<file path="config.mk">
export PLATFORM = sky130hd
export DESIGN_NAME = mem_stage_sram_ctrl
export DESIGN_NICKNAME = d
export VERILOG_FILES = /design/src/rtl/mem_stage_sram_ctrl.sv
export SDC_FILE = /design/constraint.sdc
export NUM_CORES = 1
export LEC_CHECK = 0
export BUFFER_PORTS_ARGS = -buffer_cell sky130_fd_sc_hd__buf_2
export CORE_MARGIN = 4
export CORE_UTILIZATION = 45
export CTS_CLUSTER_SIZE = 14
export DETAILED_ROUTE_END_ITERATION = 8
export PLACE_DENSITY = 0.82
export SLEW_MARGIN = 30
export SYNTH_ARGS = -nofsm -noshare
export SYNTH_HDL_FRONTEND = slang
export SYNTH_SLANG_ARGS = --single-unit
export TNS_END_PERCENT = 1
</file>
<file path="constraint.sdc">
create_clock -name clk -period 3.9 [get_ports clk]
set_input_delay 0.585 -clock clk [delete_from_list [all_inputs] [get_ports clk]]
set_output_delay 0.585 -clock clk [all_outputs]
set_load 0.02 [all_outputs]
</file>
<file path="src/rtl/mem_stage_sram_ctrl.sv">
// ============================================================================
// Module   : mem_stage_sram_ctrl
// Brief    : MEM-stage data-memory controller driving a multi-cycle synchronous
//            SRAM; stalls the pipeline while an access is in flight.
// Options  : ALIGN_CHECK_EN - flag and suppress word-misaligned accesses.
// Revision : 1.0 - initial release
// ============================================================================
`default_nettype none

module mem_stage_sram_ctrl #(
    parameter int WAIT_CYCLES = 5,
    parameter int ADDR_BASE   = 1024,
    parameter int ADDR_W      = 16
) (
    input  logic              clk,
    input  logic              rst,
    input  logic [1:0]        MEM_CMD_MEM,
    input  logic [31:0]       ALU_res_MEM,
    input  logic [31:0]       src2_val_MEM,
    input  logic              WB_EN_MEM,
    input  logic [4:0]        Dst_MEM,
    output logic              freeze,
    output logic [31:0]       MEM_result_out,
    output logic [31:0]       ALU_res_out,
    output logic              WB_EN_out,
    output logic [4:0]        Dst_out,
    output logic [ADDR_W-1:0] sram_addr,
    output logic [31:0]       sram_wdata,
    output logic              sram_we,
    output logic              sram_oe,
    input  logic [31:0]       sram_rdata,
    output logic              misalign_err
);

    localparam int          c_CNT_W = (WAIT_CYCLES > 1) ? $clog2(WAIT_CYCLES) : 1;
    localparam logic [31:0] c_BASE  = 32'(ADDR_BASE);

    typedef enum logic [1:0] {
        IDLE   = 2'd0,
        ACCESS = 2'd1,
        DONE   = 2'd2
    } state_t;

    state_t             r_state;
    state_t             w_next;
    logic [c_CNT_W-1:0] r_cnt;
    logic               w_start;
    logic               w_req;
    logic               w_misalign;
    logic               w_cnt_zero;
    logic [31:0]        w_offset;
    logic [31:0]        w_word;
    logic               w_unused_addr;

    assign ALU_res_out = ALU_res_MEM;
    assign WB_EN_out   = WB_EN_MEM;
    assign Dst_out     = Dst_MEM;

    // Wrap-around subtraction: addresses below the base map to the top of SRAM.
    assign w_offset      = ALU_res_MEM - c_BASE;
    assign w_word        = w_offset >> 2;
    assign w_unused_addr = &{1'b0, w_word};
    assign w_cnt_zero    = (r_cnt == '0);

`ifdef ALIGN_CHECK_EN
    logic r_misalign;

    assign w_misalign   = (ALU_res_MEM[1:0] != 2'b00);
    assign misalign_err = r_misalign;

    always_ff @(posedge clk or posedge rst) begin
        if (rst) begin
            r_misalign <= 1'b0;
        end else if (r_state == IDLE && MEM_CMD_MEM != 2'b00 && w_misalign) begin
            r_misalign <= 1'b1;
        end
    end
`else
    assign w_misalign   = 1'b0;
    assign misalign_err = 1'b0;
`endif

    assign w_req = (MEM_CMD_MEM != 2'b00) && !w_misalign;

    always_ff @(posedge clk or posedge rst) begin
        if (rst) begin
            r_state <= IDLE;
        end else begin
            r_state <= w_next;
        end
    end

    always_comb begin
        w_next  = r_state;
        w_start = 1'b0;
        freeze  = 1'b0;
        case (r_state)
            IDLE: begin
                if (w_req) begin
                    w_start = 1'b1;
                    freeze  = 1'b1;
                    w_next  = ACCESS;
                end
            end
            ACCESS: begin
                freeze = 1'b1;
                if (w_cnt_zero) begin
                    w_next = DONE;
                end
            end
            DONE:    w_next = IDLE;
            default: w_next = IDLE;
        endcase
        // Release the stall the instant reset hits, whatever the inputs say.
        if (rst) begin
            freeze = 1'b0;
        end
    end

    always_ff @(posedge clk or posedge rst) begin
        if (rst) begin
            r_cnt          <= '0;
            sram_addr      <= '0;
            sram_wdata     <= '0;
            sram_we        <= 1'b0;
            sram_oe        <= 1'b0;
            MEM_result_out <= '0;
        end else if (w_start) begin
            r_cnt      <= c_CNT_W'(WAIT_CYCLES - 1);
            sram_addr  <= w_word[ADDR_W-1:0];
            sram_wdata <= src2_val_MEM;
            sram_we    <= MEM_CMD_MEM[1];
            sram_oe    <= ~MEM_CMD_MEM[1];
        end else if (r_state == ACCESS) begin
            if (w_cnt_zero) begin
                // sram_oe doubles as the "this access is a load" marker.
                if (sram_oe) begin
                    MEM_result_out <= sram_rdata;
                end
                sram_we <= 1'b0;
                sram_oe <= 1'b0;
            end else begin
                r_cnt <= r_cnt - c_CNT_W'(1);
            end
        end
    end

endmodule

`default_nettype wire

</file>
# == Word-level counts from Yosys, hierarchy flattened ==
# Index checks and enable logic that the tools add are counted.
# totals
elab_cells,38
regBits,87
output_inout_bits,122
# op_classes
add_sub_neg,2
reduce_logical,9
n_eq_ne,4
bitwise_logic,2
n_mux,14
# ops
operator,n
18-bit by 11-bit subtractor with 18-bit output (second input constant),1
3-bit 2-to-1 mux,3
1-bit 2-to-1 mux,7
2-bit inequality test (second input constant),3
2-bit AND reduction,3
2-bit nonzero test,3
2-bit 2-to-1 mux,2
2-bit one-hot mux with 2 select lines,1
4-bit AND reduction,1
3-bit zero test,1
3-bit by 1-bit subtractor with 3-bit output (second input constant),1
2-bit by 1-bit == test with 1-bit output (second input constant),1
2-bit zero test,1
1-bit inverter,2
1-bit one-hot mux with 2 select lines,1

# == Logic depth before layout (Yosys ltp) ==
# Gate-level depths: netlist (run 1).
# depth
depth_word,5
ltp_mapped,7
depth_no_buf,6

# == Least setup slack after synthesis (run 1) ==
# OpenSTA, ideal clock, no wires.
# synth_path
path_kind,input -> output
from,input port MEM_CMD_MEM[1]
to,output port freeze
n_path_buf,3
arrival_time_ns,1.662
slack_ns,1.653
required_ns,3.315
path_stages,6
cell_sequence,or2_1 -> buf_2 -> and2_1 -> buf_6 -> clkbuf_1 -> o21a_1
# synth_between
elab_chain_cells,4
# synth_rtl
element,line,rtl
start: declaration,17,"input logic [1:0] MEM_CMD_MEM,"
2-bit nonzero test,83,assign w_req = (MEM_CMD_MEM != 2'b00) && !w_misalign;
1-bit 2-to-1 mux,99,if (w_req) begin
1-bit one-hot mux with 2 select lines,97,case (r_state)
1-bit 2-to-1 mux,115,if (rst) begin
end: declaration,22,"output logic freeze,"
# Every way passes these cells.

# == Worst setup path after layout (run 1) ==
# layout_path
from,register r_state[1]
to,output port freeze
# layout_between
elab_chain_cells,3
word_cells_on_any_way,4
# layout_rtl
element,line,rtl
start: declaration,44,state_t r_state;
start signal: assignment,89,r_state <= w_next;
2-bit by 1-bit == test with 1-bit output / 2-bit zero test (equally long branches),97,
1-bit one-hot mux with 2 select lines *,97,
1-bit 2-to-1 mux *,115,
# Mark *: on every way between the ends. The rest lies on a longest branch, timed or not.

==> results of run 1 <==
==> area by class of cell <==
| type | instances | area share |
|---|---|---|
| Tap cell | 105 | 0.0273 |
| Sequential cell | 87 | 0.452 |
| Timing Repair Buffer | 185 | 0.194 |
| Multi-Input combinational cell | 128 | 0.274 |
| Clock buffer | 11 | 0.0273 |
| Clock inverter | 5 | 0.0169 |
| Inverter | 9 | 0.00806 |
==> layout by cell type, fill, tap and decap left out, types with 2 or more instances in the layout <==
cell type and count:
xnor2_1 2, o21ai_0 7, a21oi_1 12, nand2_1 4, dfrtp_1 87, clkbuf_8 9
or4_1 2, inv_1 8, ha_1 3, mux2_4 40, or3_1 6, bufinv_16 2
buf_4 3, clkbuf_1 2, nor2_1 2, buf_2 182, a31oi_1 4, mux2_2 31
==> how the worst max path moves through the flow <==
stage	from	end	slack, ps	cells past startpoint
2_1_floorplan	rst	MEM_result_out[0]	1060	1
3_3_place_gp	r_state[1]	sram_wdata[2]	1670	4
3_5_place_dp	r_state[1]	sram_wdata[13]	1560	4
4_1_cts	r_state[1]	freeze	1490	4
5_1_grt	r_state[0]	freeze	1370	4
6_report	r_state[1]	freeze	1500	4
==> cell families (layout without fill, tap and decap cells) <==
group           after synthesis  after routing  share of synthesized area
mux                          73             73                      0.249
fa+ha+maj                     3              3                    0.00961
flops                        87             87                      0.558
other cells                   1              1                   0.000960
simple gates                 22             22                     0.0346
compound gates               27             27                     0.0391
xor+xnor                      2              2                    0.00449
buf+inv                      59            210                      0.105
==> state kept, by name, summed over array words and instances (netlist names) <==
| signal | flops |
|---|---|
| MEM_result_out | 32 |
| r_cnt | 3 |
| r_state | 2 |
| sram_addr | 16 |
| sram_oe | 1 |
| sram_wdata | 32 |
| sram_we | 1 |
==> stage by stage <==
| stage | power, mW | worst slack (ps) | util |
|---|---|---|---|
| after CTS | 4.50 | 1490 | 0.577 |
| after global placement | 3.73 | 1670 | 0.551 |
| after global routing | 4.70 | 1370 | 0.577 |
| final | 4.43 | 1500 | 0.577 |
| after floorplan | 3.18 | 1060 | - |
| after detailed placement | 3.81 | 1560 | 0.551 |
==> cell usage after synthesis, types with 2 or more instances <==
cell      count  area share
o21ai_0       7      0.0090
or3_1         6      0.0096
buf_2         4      0.0051
a21oi_1      12       0.015
nor2_1        2      0.0019
a31oi_1       4      0.0064
or4_1         2      0.0038
xnor2_1       2      0.0045
mux2_2       31       0.089
buf_6         5       0.014
clkbuf_1      2      0.0019
nand2_1       4      0.0038
ha_1          3      0.0096
mux2_4       40        0.15
inv_1         9      0.0087
buf_4        39       0.075
dfrtp_1      87        0.56
==> critical path, delay by kind of cell (launching register included) <==
family / cells / cell delay, ps
AO/OA/AOI/OAI: 1 / 100
buffers and inverters: 1 / 160
flip-flops: 1 / 400
AND/OR/NAND/NOR: 2 / 820
==> where the power goes <==
part,internal (mW),switching (mW)
Sequential,1.37,0.247
Combinational,0.983,1.17
Clock,0.363,0.308
==> per-layer routing <==
metal / up-vias / routed length, um / global-route usage
met1: 1238 / 3260 / 0.185
met2: 117 / 4280 / 0.281
li1: 1196 / - / -
met4: 0 / 115 / 0.0481
met5: - / 0 / 0
met3: 20 / 777 / 0.0489
==> flow_summary.toml, run 1 <==
[setup_path]
worstReg2RegStart = "r_state[1]"
reg2reg_to = "sram_wdata[25]"
crit_arrival_ps = 1810
crit_path_cell_trace = "nor2_1, and2_2, o21a_1, buf_2"
cp_max_fo = 12
cp-end-kind = "primary output"
criticalPathCategory = "flip-flop to primary output"
start_kind = "flip-flop"
max_stage_delay_ps = 540
cp.required_ps = 3310
slowest_stage = "nor2_1"
worst_r2r_path_depth = 4
r2r_slack_ps = 1530

[timing]
slew_violations = 0
period_minus_slack_ps = 2400
rsz0062_at_grt = "false"
setup_viol = 0
slew_headroom = 0.452
tightestPinTransition_ps = 823
period_share = 0.615
setup_tns_ps = 0
fmax_mhz = 417
finalHoldViolations = 0
fin_skew_ps = 7.78
fin_hold_ws_ps = 310

[synth]
synth_nets = 383
async_reset_ff_frac = 1.00
synthFlopType = "dfrtp_1"
synth.distinct_cells = 32
syn_area_per_cell_um2 = 14.3
synth_edf_count = 0
ys_ff_latch = 87
synthCells = 274
netlist_area_um2 = 3900
synth-seq-area-share = 0.558
yosys_warnings = 0

[worst_hold_path]
hold_class = "primary input to asynchronous set/reset pin"

[run_status]
outcome = "completed"

[clock_tree]
htree_levels = 3
clkLatencyLatePin_ps = 340
ctsResizeCount = 0
cts_buffers = 9
cts_setup_buffers = 0
cts_tree = "yes"
clk_pin_slew_worst_paths_ps = 90
root_buffer = "clkbuf_8"
cts_buffer_depth = 2
cts-hold-fix-buffers = 0
clock-sinks = 87

[placement]
hpwl_um = 6360
io_buffers = 182
place_inst = 514
placedInstanceArea_um2 = 4600
gp_congestion = 0.796

[power_and_ir_drop]
ir_drop_mv = 0.370
p_leak_nw = 2.45
p_per_area_nw_per_um2 = 921

[finish]
layout.nets = 529
fill_cells = 709
area_growth_syn_to_layout_pct = 23.2
seqCellArea_um2 = 2180
finalInstanceArea_um2 = 4810
layout-drive-gt1-share = 0.642
diodes = 0
fin_cells = 530
multiInputGateArea_um2 = 1320

[route]
firstDrtPassIters = 4
vias_per_cell = 4.85
dr.first_iter.drc_count = 44
vias = 2571
postRouteAntennaNets = 0
wirelength_um = 8440
wl_per_cell_um = 15.9
drc = 0

[die]
ios = 228
rows = 33
core-area_um2 = 8340
dieHeight_um = 101
die_w_um = 101
initial_core_util = 0.468
die_area_um2 = 10200

[grt]
antenna_found_initial = 0
grt_overflow = 0
grt_pass1_vias = 2656
grt_usage = 0.159
grt_pass1_wl_um = 12900
grt_max_degree = 66

[run]
max_cap_violations = 0
No activity file was read; power rests on OpenSTA's default activity.
==> inputs of run 2 (changes only) <==
- ABC_AREA: not set -> 1
- CORE_UTILIZATION: 45 -> 44
- PLACE_DENSITY: 0.82 -> 0.81
- clock period: 3.9 -> 2.5 ns (I/O delays scaled with it)
==> run 2 against run 1 <==
Compared with the run above:
- clock power is 36% higher
- die area increased by 1.2%
- largest power group unchanged
- core utilization is 1.3 points lower
- cell count rose by 32%
- critical path type unchanged
- non-clock buffer count rose by 3
- highest routed layer unchanged
==> flow_summary.toml, run 2 <==
[setup_path]
worst_r2r_path_depth = 7
criticalPathCategory = "flip-flop to primary output"
crit_start = "r_state[1]"
r2r_slack_ps = 850
worstReg2RegStart = "r_cnt[0]"
cp_max_fo = 3
cp-end-kind = "primary output"
start_kind = "flip-flop"
crit_arrival_ps = 1380
reg2reg_to = "MEM_result_out[22]"
cp.required_ps = 2120

[finish]
fill_cells = 784
final_common_cell = "nand2_1"
finalInstanceArea_um2 = 4720
layout.nets = 698
largestRegisters = "MEM_result_out x32, sram_wdata x32, sram_addr x16"
final_util = 0.564
area_growth_syn_to_layout_pct = 22.1
layout_common_cells = "nand2_1 (210), buf_2 (182), dfrtp_1 (87)"
layout-drive-gt1-share = 0.352
diodes = 0

[die]
ios = 228
die_w_um = 102
die_area_um2 = 10400
initial_core_util = 0.461
rows = 33
dieHeight_um = 102
core-area_um2 = 8380

[timing]
period_minus_slack_ps = 1760
fmax_mhz = 569
slew_headroom = 0.535
rsz0062_at_grt = "false"
setup_viol = 0
finalHoldViolations = 0
fin_ws_ps = 742
period_share = 0.703
slew_violations = 0
tightestPinTransition_ps = 696
fin_skew_ps = 9.13
setup_tns_ps = 0

[synth]
synth.distinct_cells = 21
synth_edf_count = 0
syn_area_per_cell_um2 = 8.61
yosysTopAreaCellShare = 0.563
synth-seq-area-share = 0.563
synth_area_leaders = "dfrtp_1 (56%), nand2_1 (20%), buf_4 (8.7%)"
synthFlopType = "dfrtp_1"
async_reset_ff_frac = 1.00
synth_top_area_cell = "dfrtp_1"
synth_nets = 558
yosys_warnings = 0
synthCells = 449
netlist_area_um2 = 3870
yosysMostFrequentCell = "nand2_1"
ys_ff_latch = 87
netlist_top_cells_count = "nand2_1 (210), dfrtp_1 (87), buf_4 (45)"

[placement]
placedInstanceArea_um2 = 4540
gp_congestion = 0.829
hpwl_um = 6880
io_buffers = 182
pre_cts_ws_ps = 839

[route]
wl_met1_um = 3590
wl_met3_um = 955
highest_layer = "met4"
wirelength_um = 9300
drc = 0
vias = 3335
dr.first_iter.drc_count = 93
vias_per_cell = 4.78
wl_per_cell_um = 13.3
postRouteAntennaNets = 0
wl_met2_um = 4570
firstDrtPassIters = 4

[clock_tree]
cts_buffers = 9
ctsResizeCount = 0
root_buffer = "clkbuf_8"
clkLatencyLatePin_ps = 330
cts-hold-fix-buffers = 0
clock-sinks = 87
cts_setup_buffers = 0
cts_buffer_depth = 2
htree_levels = 3
clk_pin_slew_worst_paths_ps = 80
cts_tree = "yes"

[power_and_ir_drop]
ir_drop_mv = 0.772
pwr-share-clk = 0.142
swShare = 0.453
power_frac_comb = 0.469
internal_power_mw = 3.52
p_total_mw = 6.45
power_switching_mw = 2.92
p_per_area_nw_per_um2 = 1370
seqPwrFrac = 0.389
p_leak_nw = 2.80

[run_status]
outcome = "completed"

[run]
max_cap_violations = 0

[grt]
grt_overflow = 0
antenna_found_initial = 0
grt_pass1_wl_um = 14800
grt_pass1_vias = 3320
grt_usage = 0.177
grt_max_degree = 58

[worst_hold_path]
hold_class = "primary input to asynchronous set/reset pin"
-- run 2: changes by cell type after synthesis, sizes merged, moves of 7 or more --
cell   before  now
inv         9   19
nor2        2   12
nand3       1   41
a21oi      12    5
mux2       72    0
nand2       4  211
buf        48   56
-- run 2: stage by stage --
stage	hold WS, ps	std cells
after global routing	224	698
after CTS	208	698
after floorplan	451	449
after global placement	449	683
final	209	698
after detailed placement	453	683
-- run 2: power by group through the flow --
stage / sequential (mW) / clock, mW / combinational, mW
finish: 2.51 / 0.915 / 3.02
global placement: 2.51 / 0 / 2.98
floorplan: 3.28 / 0 / 1.33
detailed placement: 2.52 / 0 / 3.08
global route: 2.60 / 0.993 / 3.35
CTS: 2.51 / 0.951 / 3.07
-- run 2: critical path: stages, from the launching register on --
cell and delay (ps):
dfrtp_1 400, nor2_1 220, o21ai_4 100, a21oi_1 150, buf_2 180
-- run 2: logic make-up after synthesis --
kind of cell | after synthesis | synth area share
other | 1 | 0.000970
adders and majority gates | 3 | 0.00971
buffers and inverters | 78 | 0.127
and+or+nand+nor | 265 | 0.278
DFF | 87 | 0.563
AOI/OAI and AO/OA | 15 | 0.0210
-- run 2: area by class of cell --
| cell class | instances | area, um^2 | area share |
|---|---|---|---|
| inverter | 19 | 75.1 | 0.0159 |
| timing repair buffer | 188 | 956 | 0.202 |
| clock buffer | 11 | 131 | 0.0278 |
| multi-input combinational | 284 | 1200 | 0.255 |
| clock inverter | 4 | 47.5 | 0.0101 |
| sequential | 87 | 2180 | 0.461 |
| tap | 105 | 131 | 0.0278 |
-- run 2: layer usage --
layer,global-route usage,vias up
met3,0.0468,27
met5,0,-
met1,0.204,1534
li1,-,1622
met2,0.311,152
met4,0.0746,0
-- run 2: worst max path at each step --
stage,endpoint,slack (ps),depth (start not counted)
2_1_floorplan,freeze,980,4
3_3_place_gp,r_cnt[0],880,5
3_5_place_dp,r_cnt[0],840,5
4_1_cts,freeze,700,4
5_1_grt,freeze,670,4
6_report,freeze,740,4
==> inputs of run 3 (changes only) <==
- clock period: 2.5 -> 1.8 ns (I/O delays scaled with it)
==> run 3 against run 2 <==
Compared with the run above:
- largest power group unchanged
- setup slack worse by 630 ps
- critical path type unchanged
- die area unchanged
- largest cell class unchanged
- global-route usage down 0.21 points
- critical endpoint unchanged
- combinational power increased by 41%
- clock power grew 46%
==> flow_summary.toml, run 3 (synthesis gave the netlist of run 2 again) <==
[timing]
fin_ws_ps = 110
setup_tns_ps = 0
slew_violations = 0
fin_hold_ws_ps = 79.6
period_share = 0.939
fin_skew_ps = 11.5
period_minus_slack_ps = 1690
slew_headroom = 0.595
finalHoldViolations = 0
fmax_mhz = 592
tightestPinTransition_ps = 608
setup_viol = 0

[clock_tree]
cts_buffers = 9
htree_levels = 3
clk_pin_slew_worst_paths_ps = 80
cts_setup_buffers = 0
cts-hold-fix-buffers = 0
cts_buffer_depth = 2
cts_tree = "yes"
clock-sinks = 87
clkLatencyLatePin_ps = 330
root_buffer = "clkbuf_8"

[die]
rows = 33
die_area_um2 = 10400
die_w_um = 102
dieHeight_um = 102
ios = 228
initial_core_util = 0.461
core-area_um2 = 8380

[finish]
layout.nets = 700
layout_common_cells = "nand2_1 (210), buf_2 (182), dfrtp_1 (87)"
final_common_cell = "nand2_1"
largestRegisters = "MEM_result_out x32, sram_wdata x32, sram_addr x16"
diodes = 0
layout-drive-gt1-share = 0.358
area_growth_syn_to_layout_pct = 23.6

[route]
vias = 3323
firstDrtPassIters = 4
drc = 0
wl_per_cell_um = 13.3
dr.first_iter.drc_count = 77
wirelength_um = 9340
postRouteAntennaNets = 0
vias_per_cell = 4.75

[setup_path]
reg2reg_to = "MEM_result_out[1]"
critPathTopFamily = "flip-flops"
crit_buf_inv = 1
criticalPathCategory = "flip-flop to primary output"
start_kind = "flip-flop"
worstReg2RegStart = "r_cnt[0]"
worst_r2r_path_depth = 7
r2r_slack_ps = 280
crit_path_cell_trace = "nor2_4, o21ai_4, a21oi_1, buf_2"
cp-end-kind = "primary output"
cp_max_fo = 11
cp.required_ps = 1530
crit_arrival_ps = 1420
max_stage_delay_ps = 420
slowest_stage = "dfrtp_1"

[run]
max_cap_violations = 0

[power_and_ir_drop]
p_per_area_nw_per_um2 = 1900
ir_drop_mv = 0.904
p_leak_nw = 2.82

[grt]
grt_max_degree = 49
grt_usage = 0.175
antenna_found_initial = 0
grt_pass1_wl_um = 14400
grt_pass1_vias = 3265
grt_overflow = 0

[placement]
hpwl_um = 6830
io_buffers = 182
gp_congestion = 0.792
pre_cts_ws_ps = 214

[worst_hold_path]
hold_class = "primary input to asynchronous set/reset pin"

[run_status]
outcome = "completed"
-- run 3: changes by cell type in the layout (fill, tap and decap cells not counted) --
cell / before / now
clkbuf_8: 9 / 11
buf_12: 0 / 1
clkbuf_1: 2 / 1
clkinv_2: 2 / 1
nor2_1: 10 / 9
nor2_4: 0 / 1
o21ai_2: 0 / 1
-- run 3: how the worst max path moves through the flow --
stage	from	to	cells past startpoint
final	r_state[1]	freeze	4
after global routing	r_state[1]	freeze	4
after CTS	r_state[1]	freeze	4
after detailed placement	MEM_CMD_MEM[1]	sram_wdata[24]	5
after global placement	MEM_CMD_MEM[1]	sram_wdata[18]	5
after floorplan	r_state[1]	freeze	4
-- run 3: timing repair --
item | in CTS | in global routing
setup endpoints to repair | 1 | 1
hold endpoints to repair | 0 | 0
resized for setup | 1 | 1
cloned | 0 | 1
-- run 3: cell type report --
class | instances | area, um^2
clock buffer | 12 | 155
sequential | 87 | 2180
timing repair buffer | 189 | 976
clock inverter | 3 | 42.5
multi-input combinational | 285 | 1220
fill | 730 | 3600
inverter | 19 | 75.1
tap | 105 | 131
-- run 3: power by group --
group          switching (mW)  leakage [nW]  internal (mW)  total, mW
registers               0.561          1.06           2.93       3.49
clock network           0.627        0.0985          0.709       1.34
logic                    2.89          1.67           1.37       4.26
-- run 3: through the flow --
stage | power, mW | std cells | util | area, um^2
floorplan | 6.40 | 449 | - | 3870
global placement | 7.66 | 684 | 0.545 | 4560
detailed placement | 7.81 | 684 | 0.545 | 4560
CTS | 9.18 | 699 | 0.568 | 4760
global route | 9.77 | 700 | 0.570 | 4780
finish | 9.08 | 700 | 0.570 | 4780
-- run 3: worst register-to-register path: stages, from the launching register on --
cell	delay (ps)
dfrtp_1	360
inv_1	110
ha_1	160
nand2_1	150
nor2_8	210
nand2_4	220
nand2_1	150
nand2_1	60
-- run 3: per-layer routing --
layer	vias up	wire, um	GRT usage
met4	0	269	0.0838
li1	1627	-	-
met2	157	4400	0.300
met5	-	0	0
met1	1504	3760	0.207
met3	35	907	0.0406
